[config.mk]
export PLATFORM = sky130hd
export DESIGN_NAME = ppu_vram_access
export DESIGN_NICKNAME = d
export VERILOG_FILES = /design/src/rtl/ppu_vram_access.sv
export SDC_FILE = /design/constraint.sdc
export NUM_CORES = 1
export LEC_CHECK = 0
export ABC_AREA = 1
export BUFFER_PORTS_ARGS = -buffer_cell sky130_fd_sc_hd__buf_4
export CORE_AREA = 5 5 76 92
export CTS_CLUSTER_SIZE = 40
export DETAILED_ROUTE_END_ITERATION = 12
export DIE_AREA = 0 0 81 97
export PLACE_DENSITY = 0.74
export SETUP_SLACK_MARGIN = 0.5
export SYNTH_ARGS = -nofsm -noshare
export SYNTH_HDL_FRONTEND = slang
export SYNTH_SLANG_ARGS = --single-unit
[constraint.sdc]
create_clock -name clk -period 2.2 [get_ports clk]
set_input_delay 0.33 -clock clk [delete_from_list [all_inputs] [get_ports clk]]
set_output_delay 0.33 -clock clk [all_outputs]
set_load 0.1 [all_outputs]
[src/rtl/ppu_vram_access.sv]
// VRAM access stage behind the PPU DATA register: runs one bus transaction per
// CPU request, auto-increments the VRAM address and implements the buffered read.
module ppu_vram_access #(
    parameter int                ADDR_W   = 14,
    parameter logic [ADDR_W-1:0] PAL_BASE = 14'h3F00
) (
    input  logic              clk,
    input  logic              rst_n,
    input  logic              addr_load,
    input  logic [ADDR_W-1:0] addr_in,
    input  logic              inc_32,
    input  logic              wr_req,
    input  logic [7:0]        wr_data,
    input  logic              rd_req,
    output logic [7:0]        rd_data,
    output logic              rd_valid,
    output logic [ADDR_W-1:0] vram_addr,
    output logic [7:0]        vram_wdata,
    output logic              vram_we,
    output logic              vram_re,
    input  logic [7:0]        vram_rdata,
    input  logic              vram_ack,
    output logic              busy,
    output logic              overrun
);

    localparam logic [1:0] S_IDLE  = 2'd0;
    localparam logic [1:0] S_WRITE = 2'd1;
    localparam logic [1:0] S_READ  = 2'd2;

    logic [1:0]        state_q, state_d;
    logic [ADDR_W-1:0] addr_q, addr_d;
    logic [ADDR_W-1:0] pend_addr_q, pend_addr_d;
    logic              pend_valid_q, pend_valid_d;
    logic [7:0]        wdata_q, wdata_d;
    logic [7:0]        rd_data_q, rd_data_d;
    logic              rd_valid_q, rd_valid_d;
    logic [7:0]        buffer_q, buffer_d;
    logic              overrun_q, overrun_d;
    logic [ADDR_W-1:0] step_amt;

    assign step_amt = inc_32 ? ADDR_W'(32) : ADDR_W'(1);

    always_comb begin
        state_d      = state_q;
        addr_d       = addr_q;
        pend_addr_d  = pend_addr_q;
        pend_valid_d = pend_valid_q;
        wdata_d      = wdata_q;
        rd_data_d    = rd_data_q;
        rd_valid_d   = 1'b0;
        buffer_d     = buffer_q;
        overrun_d    = overrun_q;

        if (state_q == S_IDLE) begin
            // A same-cycle load takes effect before the transaction starts.
            if (addr_load) begin
                addr_d = addr_in;
            end
            if (wr_req) begin
                wdata_d = wr_data;
                state_d = S_WRITE;
                if (rd_req) begin
                    overrun_d = 1'b1;
                end
            end else if (rd_req) begin
                state_d = S_READ;
            end
        end else if (state_q == S_WRITE || state_q == S_READ) begin
            if (addr_load) begin
                pend_valid_d = 1'b1;
                pend_addr_d  = addr_in;
            end
            if (wr_req || rd_req) begin
                overrun_d = 1'b1;
            end
            if (vram_ack) begin
                state_d      = S_IDLE;
                pend_valid_d = 1'b0;
                // A load arriving in the ack cycle counts as pending too.
                if (addr_load) begin
                    addr_d = addr_in;
                end else if (pend_valid_q) begin
                    addr_d = pend_addr_q;
                end else begin
                    addr_d = addr_q + step_amt;
                end
                if (state_q == S_READ) begin
                    rd_data_d  = (addr_q >= PAL_BASE) ? vram_rdata : buffer_q;
                    buffer_d   = vram_rdata;
                    rd_valid_d = 1'b1;
                end
            end
        end else begin
            state_d = S_IDLE;
        end
    end

    always_ff @(posedge clk or negedge rst_n) begin
        if (!rst_n) begin
            state_q      <= S_IDLE;
            addr_q       <= '0;
            pend_addr_q  <= '0;
            pend_valid_q <= 1'b0;
            wdata_q      <= 8'h00;
            rd_data_q    <= 8'h00;
            rd_valid_q   <= 1'b0;
            buffer_q     <= 8'h00;
            overrun_q    <= 1'b0;
        end else begin
            state_q      <= state_d;
            addr_q       <= addr_d;
            pend_addr_q  <= pend_addr_d;
            pend_valid_q <= pend_valid_d;
            wdata_q      <= wdata_d;
            rd_data_q    <= rd_data_d;
            rd_valid_q   <= rd_valid_d;
            buffer_q     <= buffer_d;
            overrun_q    <= overrun_d;
        end
    end

    // Strobes decode straight from state so an asynchronous reset drops them at once.
    assign vram_we    = (state_q == S_WRITE);
    assign vram_re    = (state_q == S_READ);
    assign busy       = (state_q != S_IDLE);
    assign vram_addr  = addr_q;
    assign vram_wdata = wdata_q;
    assign rd_data    = rd_data_q;
    assign rd_valid   = rd_valid_q;
    assign overrun    = overrun_q;

endmodule
; ---- Word level (Yosys, flattened, before mapping)
; Cells that the tools add are included.
[op_classes]
addsub = 1
order_cmp = 1
eq_ne = 7
mux = 24
bitwise = 1
reduce_logical = 15
[ops]
columns = cell, count
row1 = two-way mux 14 bit, 6
row2 = adder 14 x 6 -> 14 bit, 1
row3 = greater-or-equal comparator 14 bit (second input constant), 1
row4 = two-way mux 1 bit, 11
row5 = two-way mux 2 bit, 5
row6 = nonzero test 2 bit, 5
row7 = AND reduction 3 bit, 3
row8 = two-way mux 8 bit, 1
row9 = AND reduction 4 bit, 2
row10 = two-way mux 6 bit, 1
row11 = inequality test 2 bit (second input constant), 3
row12 = inequality test 3 bit (second input constant), 2
row13 = AND reduction 2 bit, 2
row14 = equality test 2 x 1 -> 1 bit (second input constant), 1
row15 = equality test 2 bit (second input constant), 1
row16 = zero test 2 bit, 1
row17 = logical OR 1 bit, 2
row18 = inverter 1 bit, 1
[totals]
reg_bits = 57
output_inout_bits = 35
word_cells = 58

; ---- Logic depth before layout (Yosys ltp)
; Gate-level depths: netlist (run 1).
[depth]
ltp_word = 7
depth_mapped = 12
ltp_nobuf = 12

; ---- Least setup slack after synthesis (run 1)
; Ideal clock, no wire load.
[synth_timing]
path_kind = register to register
startpoint = reg state_q[0]
endpoint = reg rd_data_q[5], in the netlist rd_data[5]
setup_ns = 0.083
t_arrival_ns = 2.229
setup_slack_ns = -0.112
path_stages_with_launch = 8
cell_sequence = dfrtp_1 -> inv_1 -> ha_1 -> nand3_1 -> inv_1 -> buf_2 -> o21ai_0 -> o21ai_0
[synth_between]
elab_chain_len = 3
[synth_rtl]
columns = element, line_no
row1 = start: declaration, 31  ; logic [1:0] state_q, state_d;
row2 = start signal: assignment, 111  ; state_q <= state_d;
row3 = equality test 2 bit (*), -
row4 = net vram_re, 20  ; output logic vram_re,
row5 = logical OR 1 bit, 69  ; end else if (state_q == S_WRITE || state_q == S_READ) begin
row6 = AND reduction 4 bit (no source line) (*), -
row7 = end signal: assignment, 116  ; rd_data_q <= rd_data_d;
row8 = end: declaration, 36  ; logic [7:0] rd_data_q, rd_data_d;
; The timed path passes the listed nets; every way through them passes the cells marked *.
; A chain may end at the register's enable or synchronous reset.

; ---- Worst setup path in the final report (run 1)
[layout_timing]
startpoint = reg state_q[1]
endpoint = out busy
[layout_between]
elab_chain_len = 1
[layout_rtl]
columns = element, line_no
row1 = nonzero test 2 bit, 126  ; assign busy = (state_q != S_IDLE);
row2 = end: declaration, 23  ; output logic busy,
; Every way passes these cells.

==> results of run 1 <==
state kept, by name (all words and copies together) (netlist names):
register      count
vram_addr        14
rd_valid          1
rd_data           8
buffer_q          8
pend_valid_q      1
pend_addr_q      14
vram_wdata        8
state_q           2
overrun           1
through the flow:
stage / hold WS [ps] / instances / cell area, um^2
after floorplan: 34.4 / 362 / 3030
after global placement: 438 / 508 / 3630
after detailed placement: 439 / 508 / 3630
after CTS: 71.8 / 526 / 3880
after global routing: 87.2 / 532 / 3990
final: 42.5 / 532 / 3990
layout by cell type, fill, tap and decap left out, drive strengths merged:
| cell | n |
|---|---|
| o21a | 1 |
| ha | 7 |
| o21bai | 1 |
| nor3 | 3 |
| xor2 | 2 |
| buf | 82 |
| nand2 | 119 |
| dfrtp | 57 |
| bufinv | 2 |
| nor2 | 36 |
| a21boi | 5 |
| clkbuf | 11 |
| nand3 | 24 |
| mux2 | 8 |
| clkinv | 2 |
| a21oi | 18 |
| o31ai | 1 |
| o21ai | 31 |
| or2 | 1 |
| clkinvlp | 4 |
| inv | 28 |
| a22oi | 2 |
| o221ai | 1 |
| a2bb2oi | 2 |
| o211ai | 1 |
| o22ai | 1 |
kinds of logic (layout without fill, tap and decap cells):
family,count (synthesis),after routing
adder cells (fa/ha/maj),7,7
flip-flops,57,57
multiplexers,8,8
XOR/XNOR,2,2
AND/OR/NAND/NOR,183,183
AO/OA/AOI/OAI,64,64
buffers and inverters,41,129
what timing repair did:
| item | in CTS | in global routing |
|---|---|---|
| setup endpoints to repair | 14 | 24 |
| gates cloned | 0 | 0 |
| resized for setup | 5 | 16 |
| pin swaps | 2 | 5 |
| setup buffers | 2 | 6 |
cell type report:
| type | instances | area, um^2 | share of cell area [%] |
|---|---|---|---|
| Inverter | 31 | 145 | 3.63 |
| Clock inverter | 5 | 77.6 | 1.94 |
| Timing Repair Buffer | 82 | 636 | 15.9 |
| Tap cell | 82 | 103 | 2.57 |
| Sequential cell | 57 | 1450 | 36.3 |
| Multi-Input combinational cell | 264 | 1430 | 35.8 |
| Clock buffer | 11 | 151 | 3.79 |
per-layer routing:
metal  GRT usage [%]  up-vias  routed length, um
li1                -     1342                  -
met1            23.5     1288               3020
met2            32.0      102               3670
met3            7.06       11                687
met4            5.59        0                 82
met5               0        -                  0
path summary, 6_finish.rpt:
path | to | slack [ps] | start
min | pend_addr_q[10] | 40 | rst_n
min in group clk | buffer_q[5] | 200 | vram_rdata[5]
min reg2reg | overrun | 480 | overrun
max in group asynchronous | vram_addr[5] | 1590 | rst_n
max | busy | 560 | state_q[1]
max reg2reg | vram_addr[1] | 570 | state_q[1]
==> impl_metrics.env, run 1 <==
export IMPL_outcome="finished, final reports clean"
export IMPL_drive_gt1_share_pct=34.4
export IMPL_ff2ff_path_depth=7
export IMPL_initial_core_util_pct=48.7
export IMPL_report_final_slew_viol_count=0
export IMPL_path_max_fanout=6
export IMPL_path_depth=4
export IMPL_grt_max_degree=58
export IMPL_synthArstFlopShare_pct=100
export IMPL_cts_htree_levels=3
export IMPL_pre_cts_ws_ps=355
export IMPL_antenna_found_initial=0
export IMPL_yosys_area_top_type_share_pct=49.1
export IMPL_cts_hold_fix_buffers=0
export IMPL_clockBufferDepth=2
export IMPL_synth_seq_cells=57
export IMPL_synthesis_area_mm2=0.00291
export IMPL_cp_start_kind="register"
export IMPL_ys_top_cells_by_area="dfrtp_1 49%, nand2_1 15%, o21ai_0 5.3%"
export IMPL_ys_seq_area_share_pct=49.1
export IMPL_synth_simple_area_share_pct=25.8
export IMPL_crit_path_top_delay_cell="dfrtp_2"
export IMPL_fp_dieH_um=97
export IMPL_synth_compound_area_share_pct=12.5
export IMPL_ios=72
export IMPL_maxCapViolCount=0
export IMPL_hpwlAfterDp_um=5130
export IMPL_grtUsageTotal_pct=19.4
export IMPL_gp_congestion=0.869
export IMPL_post_drt_wl_per_cell_um=14.0
export IMPL_synth_top_area_cell="dfrtp_1"
export IMPL_cpPeakStageDelay_ps=450
export IMPL_grt_pass1_vias=2707
export IMPL_final_core_util_pct=66.9
export IMPL_grt_pass1_wl_um=12200
export IMPL_synth_edf_count=0
export IMPL_synth_mux_area_share_pct=3.10
export IMPL_fin_crit_sh_pct=74.7
export IMPL_cp_required_ps=1870
export IMPL_end_kind="primary output"
export IMPL_clk_transition_reported_paths_ps=70
export IMPL_rsz0062_at_grt="true"
export IMPL_area_growth_syn_to_layout_pct=37.3
export IMPL_slew_headroom_pct=51.2
export IMPL_synthCells=362
export IMPL_worstSkewPairLatency_ps=340
export IMPL_drt_iter0_drc=133
export IMPL_synth_top_family_by_area="simple AND/OR/NAND/NOR gates"
export IMPL_antenna_left=0
export IMPL_setup_slack_ps=556
export IMPL_crit_type="register to primary output"
export IMPL_routed_wl_um=7460
export IMPL_synth_cell_types=31
export IMPL_dieArea_mm2=0.00786
export IMPL_antennaDiodeCount=0
export IMPL_synthAdderAreaFrac_pct=3.01
export IMPL_port_buffers=71
export IMPL_cp_top_family="flip-flops"
export IMPL_setup_viol=0
export IMPL_fill_cells=512
export IMPL_first_pass_iters=4
export IMPL_crit_buf_inv=3
export IMPL_finClkSkew_ps=5.90
export IMPL_fin_setup_tns_ps=0
export IMPL_grt_ovfl_total=0
export IMPL_die_width_um=81
export IMPL_syn_avg_cell_area_um2=8.03
export IMPL_cts_buffers_inserted=9
export IMPL_cts_sinks=57
export IMPL_core_mm2=0.00597
export IMPL_fin_nets=489
export IMPL_worstPathArrival_ps=1310
export IMPL_netlist_top_cells_count="119 x nand2_1, 57 x dfrtp_1, 34 x nor2_1"
export IMPL_synth_fp_nets=406
export IMPL_max_clock_freq_mhz=608
export IMPL_path_cells="inv_2 -> ha_4 -> inv_12 -> buf_8"
export IMPL_worstMarginPinSlew_ps=731
export IMPL_fp_row_count=31
export IMPL_vias=2743
export IMPL_min_period_ps=1640
export IMPL_drc=0
export IMPL_synthFlopType="dfrtp_1"
export IMPL_vias_per_cell=5.16
export IMPL_synthXorXnorAreaFrac_pct=0.602
export IMPL_hold_viol=0
export IMPL_hp_class="input pin to asynchronous set/reset pin"
export IMPL_cts_tree="done"
export IMPL_synth_warning_count=0
export IMPL_synth_most_common_cell="nand2_1"
export IMPL_cts_root_buf="clkbuf_8"
Power of run 1 is left out: the tool's default activity adds up to more than one toggle a clock period on the data nets, which glitch-free logic cannot reach.
==> run 2: changes to the inputs <==
==> constraint.sdc (replaced) <==
create_clock -name clk -period 1.6 [get_ports clk]
set_input_delay 0.24 -clock clk [delete_from_list [all_inputs] [get_ports clk]]
set_output_delay 0.24 -clock clk [all_outputs]
set_load 0.1 [all_outputs]
==> impl_metrics.env, run 2 (same netlist as run 1, synthesis figures left out) <==
export IMPL_outcome="complete, but fails checks"
export IMPL_violations="setup timing"
export IMPL_min_period_ps=1620
export IMPL_antennaDiodeCount=0
export IMPL_port_buffers=71
export IMPL_area_growth_syn_to_layout_pct=81.1
export IMPL_cp_start_kind="register"
export IMPL_hpwlAfterDp_um=5520
export IMPL_fin_crit_sh_pct=101
export IMPL_core_mm2=0.00597
export IMPL_worstSkewPairLatency_ps=340
export IMPL_drc=0
export IMPL_clk_transition_reported_paths_ps=70
export IMPL_worstPathArrival_ps=1830
export IMPL_final_core_util_pct=88.2
export IMPL_fin_setup_tns_ps=-16.5
export IMPL_cts_sinks=57
export IMPL_first_pass_iters=6
export IMPL_rsz0062_at_grt="true"
export IMPL_antenna_left=0
export IMPL_cts_tree="done"
export IMPL_path_max_fanout=14
export IMPL_routed_wl_um=10800
export IMPL_dieArea_mm2=0.00786
export IMPL_initial_core_util_pct=48.7
export IMPL_grt_ovfl_total=0
export IMPL_cp_required_ps=1810
export IMPL_slew_headroom_pct=77.6
export IMPL_crit_type="register to register"
export IMPL_clockBufferDepth=2
export IMPL_grt_max_degree=28
export IMPL_setup_viol=1
export IMPL_drive_gt1_share_pct=57.4
export IMPL_hp_class="input pin to register"
export IMPL_cts_root_buf="clkbuf_8"
export IMPL_gp_congestion=0.853
export IMPL_vias_per_cell=5.53
export IMPL_fp_row_count=31
export IMPL_final_common_cell="nand2_1"
export IMPL_post_drt_wl_per_cell_um=19.1
export IMPL_maxCapViolCount=0
export IMPL_vias=3130
export IMPL_hold_viol=0
export IMPL_fin_nets=523
export IMPL_ios=72
export IMPL_drt_iter0_drc=295
export IMPL_report_final_slew_viol_count=0
export IMPL_whs_ps=113
export IMPL_max_clock_freq_mhz=619
export IMPL_fp_dieH_um=97
export IMPL_cts_buffers_inserted=9
export IMPL_finClkSkew_ps=13.6
export IMPL_worstMarginPinSlew_ps=334
export IMPL_die_width_um=81
export IMPL_antenna_found_initial=0
export IMPL_grt_pass1_vias=3188
export IMPL_setup_slack_ps=-16.5
export IMPL_grtUsageTotal_pct=24.4
export IMPL_final_cell_mix="80 x nand2_1, 55 x buf_4, 38 x buf_12, 30 x nand2_2, 26 x dfrtp_2"
export IMPL_grt_pass1_wl_um=15100
export IMPL_end_kind="register"
export IMPL_cts_htree_levels=3
## run 2: cell count changes in the layout (fill, tap and decap cells not counted), sizes merged
cell	delta
clkinv	+2
dlygate4sd3	+1
buf	+31
clkinvlp	-3
clkbuf	+1
inv	+2
## run 2: metrics by stage
stage | cell area (um^2) | setup slack, ps | std cells
after floorplan | 3180 | -78.0 | 362
after global placement | 3850 | 72.6 | 517
after detailed placement | 3850 | 2.37 | 517
after CTS | 4760 | 57.0 | 556
after global routing | 5270 | -66.6 | 566
final | 5270 | -16.5 | 566
## run 2: critical path, stage by stage, from the launching register on
cell and delay, ps:
dfrtp_1 400, inv_2 100, ha_4 240, inv_12 50, buf_4 150, nand3_4 140, clkinv_8 130, o21ai_1 190
inv_1 80
## run 2: per-layer routing
layer / GRT usage, % / vias up / wire length [um] / part of all wire (%)
li1: - / 1407 / - / -
met1: 28.3 / 1561 / 4170 / 39
met2: 42.8 / 132 / 5770 / 53
met3: 6.32 / 30 / 615 / 5.7
met4: 7.93 / 0 / 270 / 2.5
met5: 0 / - / 0 / 0
## run 2: final timing paths
| check | from | endpoint | slack, ps | depth (start not counted) |
|---|---|---|---|---|
| max | state_q[0] | pend_valid_q | -20 | 8 |
| min | addr_in[12] | pend_addr_q[12] | 110 | 3 |
| max reg2reg | state_q[0] | pend_valid_q | -20 | 8 |
| min reg2reg | pend_addr_q[12] | pend_addr_q[12] | 480 | 2 |
| max in group asynchronous | rst_n | vram_addr[0] | 730 | 3 |
| min in group asynchronous | rst_n | vram_addr[9] | 360 | 2 |
## run 2: what timing repair did
action | in CTS | in global routing
resized for setup | 131 | 107
endpoints found under the setup margin | 91 | 91
setup buffers | 19 | 9
endpoints found under the hold margin | 20 | 0
pin swaps | 31 | 33
hold buffers | 1 | 0
gates cloned | 3 | 1
## run 2: cell type report
class,instances,area (um^2)
clock buffers,11,151
clock inverters,5,77.6
fillers,281,707
inverters,31,169
multi-input cells,264,1800
flip-flops and latches,57,1480
well taps,82,103
repair buffers,115,1480
repair inverters,1,11.3
Power of run 2 is left out for the same reason.
